--- src/rtl/pw_gap_pkg.sv ---
// Shared types and constants for the pointwise global-average-pool reader.
// Holds the FSM state enum, default map geometry and scaler widths.
package pw_gap_pkg;

    typedef enum logic [2:0] {
        S_IDLE,
        S_READ,
        S_DRAIN,
        S_SCALE,
        S_OUT
    } state_t;

    localparam int DEF_CHANNELS = 64;
    localparam int DEF_HEIGHT   = 14;
    localparam int DEF_WIDTH    = 16;
    localparam int DEF_RECIP    = 293;

    localparam int SUM_W  = 16;
    localparam int PROD_W = 25;
    localparam int SHIFT  = 16;

endpackage

--- src/rtl/gap_scaler.sv ---
// Combinational average: (sum * RECIP) >> 16, saturated to DATA_WIDTH.
// Ports: sum (SUM_W-bit channel sum) in, avg (DATA_WIDTH) out.
module gap_scaler
    import pw_gap_pkg::*;
#(
    parameter int DATA_WIDTH = 8,
    parameter int RECIP      = DEF_RECIP
) (
    input  logic [SUM_W-1:0]      sum,
    output logic [DATA_WIDTH-1:0] avg
);

    localparam int MAXV = (1 << DATA_WIDTH) - 1;

    logic [PROD_W-1:0]       product;
    logic [PROD_W-SHIFT-1:0] scaled;

    assign product = PROD_W'(sum) * PROD_W'(RECIP);
    assign scaled  = (PROD_W-SHIFT)'(product >> SHIFT);

    always_comb begin
        avg = DATA_WIDTH'(scaled);
        if (int'(scaled) > MAXV)
            avg = '1;
    end

endmodule

--- src/rtl/pointwise_gap_reader.sv ---
// Streams a CHANNELS x HEIGHT x WIDTH map out of BRAM and emits one
// average per channel over a valid/ready output.
// Ports: clk, rst_n, start; BRAM read port (bram_en, bram_addr,
// bram_dout); result (out_valid, out_ready, out_data, out_channel);
// status (busy, done).
module pointwise_gap_reader
    import pw_gap_pkg::*;
#(
    parameter int CHANNELS   = DEF_CHANNELS,
    parameter int HEIGHT     = DEF_HEIGHT,
    parameter int WIDTH      = DEF_WIDTH,
    parameter int DATA_WIDTH = 8,
    parameter int ADDR_WIDTH = 14,
    parameter int RECIP      = DEF_RECIP
) (
    input  logic                  clk,
    input  logic                  rst_n,
    input  logic                  start,
    output logic                  bram_en,
    output logic [ADDR_WIDTH-1:0] bram_addr,
    input  logic [DATA_WIDTH-1:0] bram_dout,
    output logic                  out_valid,
    input  logic                  out_ready,
    output logic [DATA_WIDTH-1:0] out_data,
    output logic [5:0]            out_channel,
    output logic                  busy,
    output logic                  done
);

    localparam int MAP = HEIGHT * WIDTH;
    localparam int CW  = $clog2(MAP + 1);

    state_t                state;
    logic [CW-1:0]         cnt;
    logic [5:0]            channel;
    logic [SUM_W-1:0]      sum;
    logic [DATA_WIDTH-1:0] avg;

    gap_scaler #(
        .DATA_WIDTH (DATA_WIDTH),
        .RECIP      (RECIP)
    ) u_scaler (
        .sum (sum),
        .avg (avg)
    );

    always_ff @(posedge clk or negedge rst_n) begin
        if (!rst_n) begin
            state       <= S_IDLE;
            cnt         <= '0;
            channel     <= '0;
            sum         <= '0;
            bram_en     <= 1'b0;
            bram_addr   <= '0;
            out_valid   <= 1'b0;
            out_data    <= '0;
            out_channel <= '0;
            busy        <= 1'b0;
            done        <= 1'b0;
        end else begin
            done <= 1'b0;
            unique case (state)
                S_IDLE: begin
                    if (start) begin
                        bram_addr <= '0;
                        bram_en   <= 1'b1;
                        channel   <= '0;
                        sum       <= '0;
                        cnt       <= '0;
                        busy      <= 1'b1;
                        state     <= S_READ;
                    end
                end
                S_READ: begin
                    // Data lags the address by one cycle, so the
                    // first cycle of a channel has nothing to add yet.
                    if (cnt != '0)
                        sum <= sum + SUM_W'(bram_dout);
                    if (cnt == CW'(MAP - 1)) begin
                        // Hold the last address: the final channel
                        // must not step past the end of the map.
                        bram_en <= 1'b0;
                        state   <= S_DRAIN;
                    end else begin
                        bram_addr <= bram_addr + 1'b1;
                        cnt       <= cnt + 1'b1;
                    end
                end
                S_DRAIN: begin
                    sum   <= sum + SUM_W'(bram_dout);
                    state <= S_SCALE;
                end
                S_SCALE: begin
                    out_data    <= avg;
                    out_channel <= channel;
                    out_valid   <= 1'b1;
                    state       <= S_OUT;
                end
                S_OUT: begin
                    if (out_ready) begin
                        out_valid <= 1'b0;
                        if (channel != 6'(CHANNELS - 1)) begin
                            channel   <= channel + 1'b1;
                            sum       <= '0;
                            cnt       <= '0;
                            bram_addr <= bram_addr + 1'b1;
                            bram_en   <= 1'b1;
                            state     <= S_READ;
                        end else begin
                            busy  <= 1'b0;
                            done  <= 1'b1;
                            state <= S_IDLE;
                        end
                    end
                end
                default: state <= S_IDLE;
            endcase
        end
    end

endmodule

--- config.mk ---
export PLATFORM = sky130hd
export DESIGN_NAME = pointwise_gap_reader
export DESIGN_NICKNAME = d
export VERILOG_FILES = /design/src/rtl/pw_gap_pkg.sv /design/src/rtl/gap_scaler.sv /design/src/rtl/pointwise_gap_reader.sv
export SDC_FILE = /design/constraint.sdc
export NUM_CORES = 1
export LEC_CHECK = 0
export ABC_AREA = 1
export CELL_PAD_IN_SITES_DETAIL_PLACEMENT = 1
export CELL_PAD_IN_SITES_GLOBAL_PLACEMENT = 1
export CORE_ASPECT_RATIO = 1.1
export CORE_MARGIN = 2
export CORE_UTILIZATION = 25
export DETAILED_ROUTE_END_ITERATION = 16
export PLACE_DENSITY = 0.49
export SYNTH_ARGS = -nofsm -noshare
export SYNTH_HDL_FRONTEND = slang
export SYNTH_SLANG_ARGS = --single-unit
--- constraint.sdc ---
create_clock -name clk -period 9.6 [get_ports clk]
set_input_delay 0.96 -clock clk [delete_from_list [all_inputs] [get_ports clk]]
set_output_delay 0.96 -clock clk [all_outputs]
set_load 0.1 [all_outputs]
==> flow_metrics.env, run 1 <==
export IMPL_dieArea_um2=25270
export IMPL_antenna_cells=0
export IMPL_min_path_type="reg2reg"
export IMPL_outcome="finished, final reports clean"
export IMPL_startpoint_type="flip-flop"
export IMPL_cts_setup_buffers=0
export IMPL_numCtsBuffers=9
export IMPL_synth_cell_types=38
export IMPL_ys_ff_latch=65
export IMPL_die_y_um=166.5
export IMPL_yosys_area_share_simple_pct=24.84
export IMPL_crit_chain="ha_1 -> ha_1 -> fa_1 -> inv_1 -> fa_1 -> inv_1 -> ha_1 -> a21oi_1 -> o21a_1 -> nor2_1 -> nor2_1 -> nand2_1 -> a21oi_2 -> a21oi_1"
export IMPL_powerDensity_nw_per_um2=286.6
export IMPL_hold_start="out_channel[2]$_DFFE_PN0P_"
export IMPL_worst_pin_slew_ns=0.9799
export IMPL_grt_pass1_wl_mm=28.90
export IMPL_cts_resized=0
export IMPL_route_detailed_drc=0
export IMPL_clk_pin_slew_ns=0.06
export IMPL_setup_tns_ns=0
export IMPL_rsz0062_at_grt="false"
export IMPL_synth_xor_area_share_pct=2.771
export IMPL_critPathLaunch="sum[13]$_DFFE_PN0P_"
export IMPL_synthMuxAreaShare_pct=0
export IMPL_hold_violations=0
export IMPL_crit_path_max_incr_delay_ns=0.54
export IMPL_clock_latency_ns=0.35
export IMPL_p_leak_nw=3.601
export IMPL_setup_worst_path_class="reg2reg"
export IMPL_layout_commonest_cell="nand2_1"
export IMPL_boundaryPins=44
export IMPL_hold_depth=2
export IMPL_synth_compound_area_share_pct=11.04
export IMPL_first_iter_violations=161
export IMPL_clock_path_buffers=2
export IMPL_clock_sinks=65
export IMPL_final_cell_mix="nand2_1, inv_1, ha_1"
export IMPL_maxCapViolCount=0
export IMPL_rows=59
export IMPL_max_freq_ghz=0.2621
export IMPL_gp_congestion=0.8146
export IMPL_synthCells=781
export IMPL_ys_flop_type="dfrtp_1"
export IMPL_cp_common_cell="ha_1"
export IMPL_cts_tree="built"
export IMPL_cts_root_buffer="clkbuf_16"
export IMPL_cp_num_buf_inv=2
export IMPL_worst_path_max_delay_cell="fa_1"
export IMPL_reg2reg_slack_ns=5.78
export IMPL_cp_data_required_time_ns=9.80
export IMPL_peakVddDrop_mv=0.1049
export IMPL_firstDrtPassIters=4
export IMPL_hpwlAfterDp_mm=13.98
export IMPL_crit_path_end_kind="flip-flop"
export IMPL_cts_hold_buffers_added=0
export IMPL_hold_end="out_channel[2]$_DFFE_PN0P_"
export IMPL_synth_seq_area_share_pct=27.09
export IMPL_postSynthAreaPerCell_um2=7.688
export IMPL_met3WireLength_um=358
export IMPL_synth_async_reset_ratio_pct=100.0
export IMPL_critical_path_max_fanout=7
export IMPL_core_area_um2=23620
export IMPL_wl_met2_mm=8.639
export IMPL_max_slew_margin_pct=34.47
export IMPL_finalMaxSlewViolations=0
export IMPL_port_buffers=43
export IMPL_yosys_warnings=0
export IMPL_cp_data_arrival_time_ns=4.02
export IMPL_worst_r2r_path_depth=14
export IMPL_nets=947
export IMPL_grt_use_total_pct=14.37
export IMPL_grt_pass1_vias=5645
export IMPL_synth_area_um2=6005
export IMPL_r2r_start="sum[13]$_DFFE_PN0P_"
export IMPL_antenna_found_initial=0
export IMPL_synth_edf_count=0
export IMPL_wl_mm=17.31
export IMPL_drt_wirelength_per_cell_um=15.19
export IMPL_final_cells=1140
export IMPL_syn_to_final_growth_pct=18.32
export IMPL_fillers=2911
export IMPL_die_x_um=151.8
export IMPL_start_util_pct=25.42
export IMPL_vias=5294
export IMPL_synth_nets=898
export IMPL_synth_top_family_by_area="simple AND/OR/NAND/NOR gates"
export IMPL_dr_max_layer_used="met4"
export IMPL_crit_family="adder cells"
export IMPL_placedCellCount=1124
export IMPL_regToRegEndpoint="out_data[6]$_DFFE_PN0P_"
export IMPL_layout_min_cycle_time_ns=3.815
export IMPL_ant_nets=0
export IMPL_drive_gt1_share_pct=5.629
export IMPL_clock_skew_ns=0.01285
export IMPL_h_tree_depth=3
export IMPL_viasPerCell=4.644
export IMPL_grt_max_degree=66
export IMPL_wl_met1_mm=8.166
export IMPL_grt_overflow=0
export IMPL_post_route_period_util_pct=39.74
export IMPL_synth_adder_area_share_pct=24.63
export IMPL_setup_viol=0
through the flow:
step | total power, mW | instance area (um2) | utilization, % | worst slack (ns) | hold WS, ns
after floorplan | 1.356 | 6005 | - | 6.194 | 0.4861
after global placement | 1.663 | 6761 | 28.62 | 5.899 | 0.4678
after detailed placement | 1.681 | 6761 | 28.62 | 5.795 | 0.4761
after CTS | 2.090 | 7104 | 30.07 | 5.746 | 0.4913
after global routing | 2.241 | 7104 | 30.07 | 5.491 | 0.5105
final | 2.036 | 7104 | 30.07 | 5.785 | 0.4818
area by class of cell:
type,instances,area [um2],share of cell area [%]
clock buffer,9,225.2,3.170
clock inverter,7,117.6,1.656
inverter,136,513.0,7.221
multi-input combinational,573,3800,53.49
sequential,65,1627,22.90
tap,305,381.6,5.372
timing repair buffer,45,440.4,6.199
sequential cells by signal, indices dropped and copies added, names as in the netlist, 3 cells and up:
name / flops
sum: 16
bram_addr: 14
cnt: 8
out_data: 8
channel: 6
out_channel: 6
state: 3
worst max path at each step:
| stage | depth (start not counted) | to | slack, ns |
|---|---|---|---|
| finish | 14 | out_data[6]$_DFFE_PN0P_ | 5.78 |
| global route | 14 | out_data[0]$_DFFE_PN0P_ | 5.49 |
| CTS | 14 | out_data[6]$_DFFE_PN0P_ | 5.75 |
| global placement | 14 | out_data[0]$_DFFE_PN0P_ | 5.90 |
| floorplan | 14 | out_data[0]$_DFFE_PN0P_ | 6.19 |
| detailed placement | 15 | out_data[6]$_DFFE_PN0P_ | 5.79 |
tightest hold or removal path: stages (launching register included):
cell	delay [ns]
dfrtp_1	0.35
nand2_1	0.05
nand2_1	0.05
power by group:
group	total [mW]	internal (mW)	switching (mW)
Sequential	0.406	0.333	0.0728
Combinational	1.24	0.360	0.877
Clock	0.393	0.254	0.139
Total	2.04	0.948	1.09
routing by layer:
metal,track usage [%],up-vias
li1,-,2641
met4,3.301,0
met2,25.13,44
met3,2.219,11
met5,0,-
met1,18.45,2598
cells in the mapped netlist, types with 2 or more instances:
| master | count | share of area (%) |
|---|---|---|
| nand2_2 | 2 | 0.21 |
| nand4_1 | 18 | 1.9 |
| nand2_4 | 4 | 0.75 |
| nand3_4 | 2 | 0.58 |
| inv_1 | 128 | 8.0 |
| buf_6 | 5 | 0.94 |
| nand3_1 | 46 | 3.8 |
| xnor2_1 | 7 | 1.0 |
| nand2_1 | 159 | 9.9 |
| fa_1 | 22 | 7.3 |
| nor3_1 | 17 | 1.4 |
| nor2_1 | 74 | 4.6 |
| o31ai_2 | 3 | 0.63 |
| nor4_1 | 3 | 0.31 |
| a21o_1 | 4 | 0.50 |
| nand3b_1 | 3 | 0.38 |
| a21oi_1 | 48 | 4.0 |
| o21ai_1 | 5 | 0.42 |
| a22oi_2 | 2 | 0.42 |
| xor2_1 | 12 | 1.8 |
| o21ai_0 | 44 | 3.7 |
| o21a_1 | 3 | 0.38 |
| nor2_2 | 2 | 0.21 |
| inv_2 | 7 | 0.44 |
| ha_1 | 83 | 17 |
| nor2_4 | 2 | 0.38 |
| dfrtp_1 | 65 | 27 |
cell families after synthesis:
logic type                 after synthesis
and+or+nand+nor                        333
buffers and inverters                  143
AOI/OAI and AO/OA                      116
adders and majority gates              105
DFF                                     65
xor gates and xnor gates                19
No activity file was read; power rests on OpenSTA's default activity.
==> run 2, diff against run 1 <==
- clock period: 9.6 -> 3.73 ns (I/O delays scaled with it)
==> run 2 against run 1 <==
  * Critical path depth grew 2
  * Worst setup slack got worse by 5.6 ns
  * Critical endpoint unchanged
  * Wire length grew 0.69%
  * Register-to-register slack got worse by 5.6 ns
  * Total power rose to 2.6 times the previous value
  * Sequential power grew to 2.5 times the previous value
  * Cell area increased by 2.6%
  * Cell count is 1.2% higher
  * First-iteration DRC count fell by 17%
  * Non-clock buffer count up 14
  * Fmax grew 7.3%
==> flow_metrics.env, run 2 (same netlist as run 1, synthesis figures left out) <==
export IMPL_rows=59
export IMPL_route_detailed_drc=0
export IMPL_setup_tns_ns=0
export IMPL_setup_worst_path_class="reg2reg"
export IMPL_grt_overflow=0
export IMPL_final_cell_mix="nand2_1, inv_1, ha_1"
export IMPL_die_x_um=151.8
export IMPL_numCtsBuffers=9
export IMPL_clock_path_buffers=2
export IMPL_max_flop_register="sum"
export IMPL_regToRegEndpoint="out_data[6]$_DFFE_PN0P_"
export IMPL_start_util_pct=25.42
export IMPL_clock_latency_ns=0.35
export IMPL_worst_pin_slew_ns=0.9833
export IMPL_r2r_start="sum[9]$_DFFE_PN0P_"
export IMPL_maxCapViolCount=0
export IMPL_h_tree_depth=3
export IMPL_first_iter_violations=133
export IMPL_reg2reg_slack_ns=0.17
export IMPL_min_path_type="in2async"
export IMPL_clk_pin_slew_ns=0.07
export IMPL_final_cells=1154
export IMPL_ant_nets=0
export IMPL_wl_met2_mm=8.665
export IMPL_nets=961
export IMPL_cts_tree="built"
export IMPL_powerDensity_nw_per_um2=740.0
export IMPL_critical_path_max_fanout=6
export IMPL_syn_to_final_growth_pct=21.38
export IMPL_worst_r2r_path_depth=16
export IMPL_core_area_um2=23620
export IMPL_layout_min_cycle_time_ns=3.556
export IMPL_dr_max_layer_used="met4"
export IMPL_die_y_um=166.5
export IMPL_post_route_period_util_pct=95.32
export IMPL_cp_data_required_time_ns=3.95
export IMPL_hold_violations=0
export IMPL_vias=5342
export IMPL_viasPerCell=4.629
export IMPL_dieArea_um2=25270
export IMPL_drt_wirelength_per_cell_um=15.11
export IMPL_port_buffers=43
export IMPL_cts_hold_buffers_added=0
export IMPL_startpoint_type="flip-flop"
export IMPL_reg_top3="sum x16, bram_addr x14"
export IMPL_cp_data_arrival_time_ns=3.78
export IMPL_placedCellCount=1135
export IMPL_clock_skew_ns=0.01068
export IMPL_antenna_found_initial=0
export IMPL_grt_pass1_vias=5718
export IMPL_largest_reg_flops=16
export IMPL_max_freq_ghz=0.2812
export IMPL_peakVddDrop_mv=0.2687
export IMPL_max_slew_margin_pct=34.24
export IMPL_gp_congestion=0.8161
export IMPL_finalMaxSlewViolations=0
export IMPL_layout_commonest_cell="nand2_1"
export IMPL_postPlaceCellArea_um2=6844
export IMPL_firstDrtPassIters=4
export IMPL_hpwlAfterDp_mm=14.38
export IMPL_p_total_mw=5.393
export IMPL_crit_path_end_kind="flip-flop"
export IMPL_final_area_um2=7288
export IMPL_setup_viol=0
export IMPL_met3WireLength_um=384
export IMPL_grt_use_total_pct=14.43
export IMPL_grt_pass1_wl_mm=28.95
export IMPL_wl_mm=17.43
export IMPL_drive_gt1_share_pct=9.658
export IMPL_wl_met1_mm=8.153
export IMPL_cts_root_buffer="clkbuf_16"
export IMPL_boundaryPins=44
export IMPL_outcome="finished, final reports clean"
export IMPL_antenna_cells=0
export IMPL_p_leak_nw=3.657
export IMPL_clock_sinks=65
export IMPL_grt_max_degree=36
==> run 2: changes by cell type in the layout (fill, tap and decap cells not counted), sizes merged <==
cell,change
buf,+14
bufinv,-1
clkbuf,+1
clkinv,-1
clkinvlp,+1
==> run 2: layout make-up <==
type | count | area, um2
Clock inverter | 6 | 90.09
Sequential cell | 65 | 1630
Tap cell | 305 | 381.6
Timing Repair Buffer | 59 | 545.5
Clock buffer | 10 | 239.0
Fill cell | 2902 | 16330
Inverter | 136 | 513.0
Multi-Input combinational cell | 573 | 3889
==> run 2: worst max-delay path by stage <==
stage,from,end,cells after the start
2_1_floorplan,sum[13]$_DFFE_PN0P_,out_data[0]$_DFFE_PN0P_,14
3_3_place_gp,sum[9]$_DFFE_PN0P_,out_data[1]$_DFFE_PN0P_,15
3_5_place_dp,sum[13]$_DFFE_PN0P_,out_data[0]$_DFFE_PN0P_,14
4_1_cts,sum[13]$_DFFE_PN0P_,out_data[0]$_DFFE_PN0P_,14
5_1_grt,sum[9]$_DFFE_PN0P_,out_data[6]$_DFFE_PN0P_,15
6_report,sum[9]$_DFFE_PN0P_,out_data[6]$_DFFE_PN0P_,16
==> run 2: critical path: stages (launching register included) <==
cell and delay, ns:
dfrtp_1 0.42, buf_4 0.18, ha_1 0.33, fa_1 0.51
inv_1 0.05, fa_1 0.54, inv_1 0.05, ha_2 0.39
nand2_1 0.13, nor2_1 0.18, nand2_1 0.07, inv_1 0.10
nand3b_1 0.16, nand3_1 0.13, nand2_1 0.05, nand2_1 0.07
a21oi_1 0.06
==> run 2: timing repair <==
action                     CTS  global route
setup buffers                0             3
gates resized for setup      1            22
gates cloned                 0             0
setup endpoints to repair    1             8
pin swaps                    0             4
==> run 2: through the flow <==
| step | util [%] | setup slack, ns | hold slack [ns] |
|---|---|---|---|
| after global routing | 30.85 | -0.01834 | 0.1933 |
| after detailed placement | 28.97 | -0.01055 | 0.4644 |
| after floorplan | - | 0.3237 | 0.07741 |
| after global placement | 28.97 | 0.09562 | 0.4678 |
| final | 30.85 | 0.1744 | 0.1220 |
| after CTS | 30.40 | 0.06307 | 0.1632 |
==> run 2: layer usage <==
metal / vias to the layer above / track usage (%)
li1: 2667 / -
met1: 2606 / 18.34
met2: 56 / 25.05
met3: 13 / 2.274
met4: 0 / 4.106
met5: - / 0
==> run 2: power by group <==
group	switching [mW]	total, mW	leakage (nW)	internal [mW]
Combinational	2.36	3.41	2.63	1.05
Sequential	0.155	1.02	0.865	0.861
Clock	0.364	0.970	0.159	0.606
Total	2.88	5.39	3.66	2.52
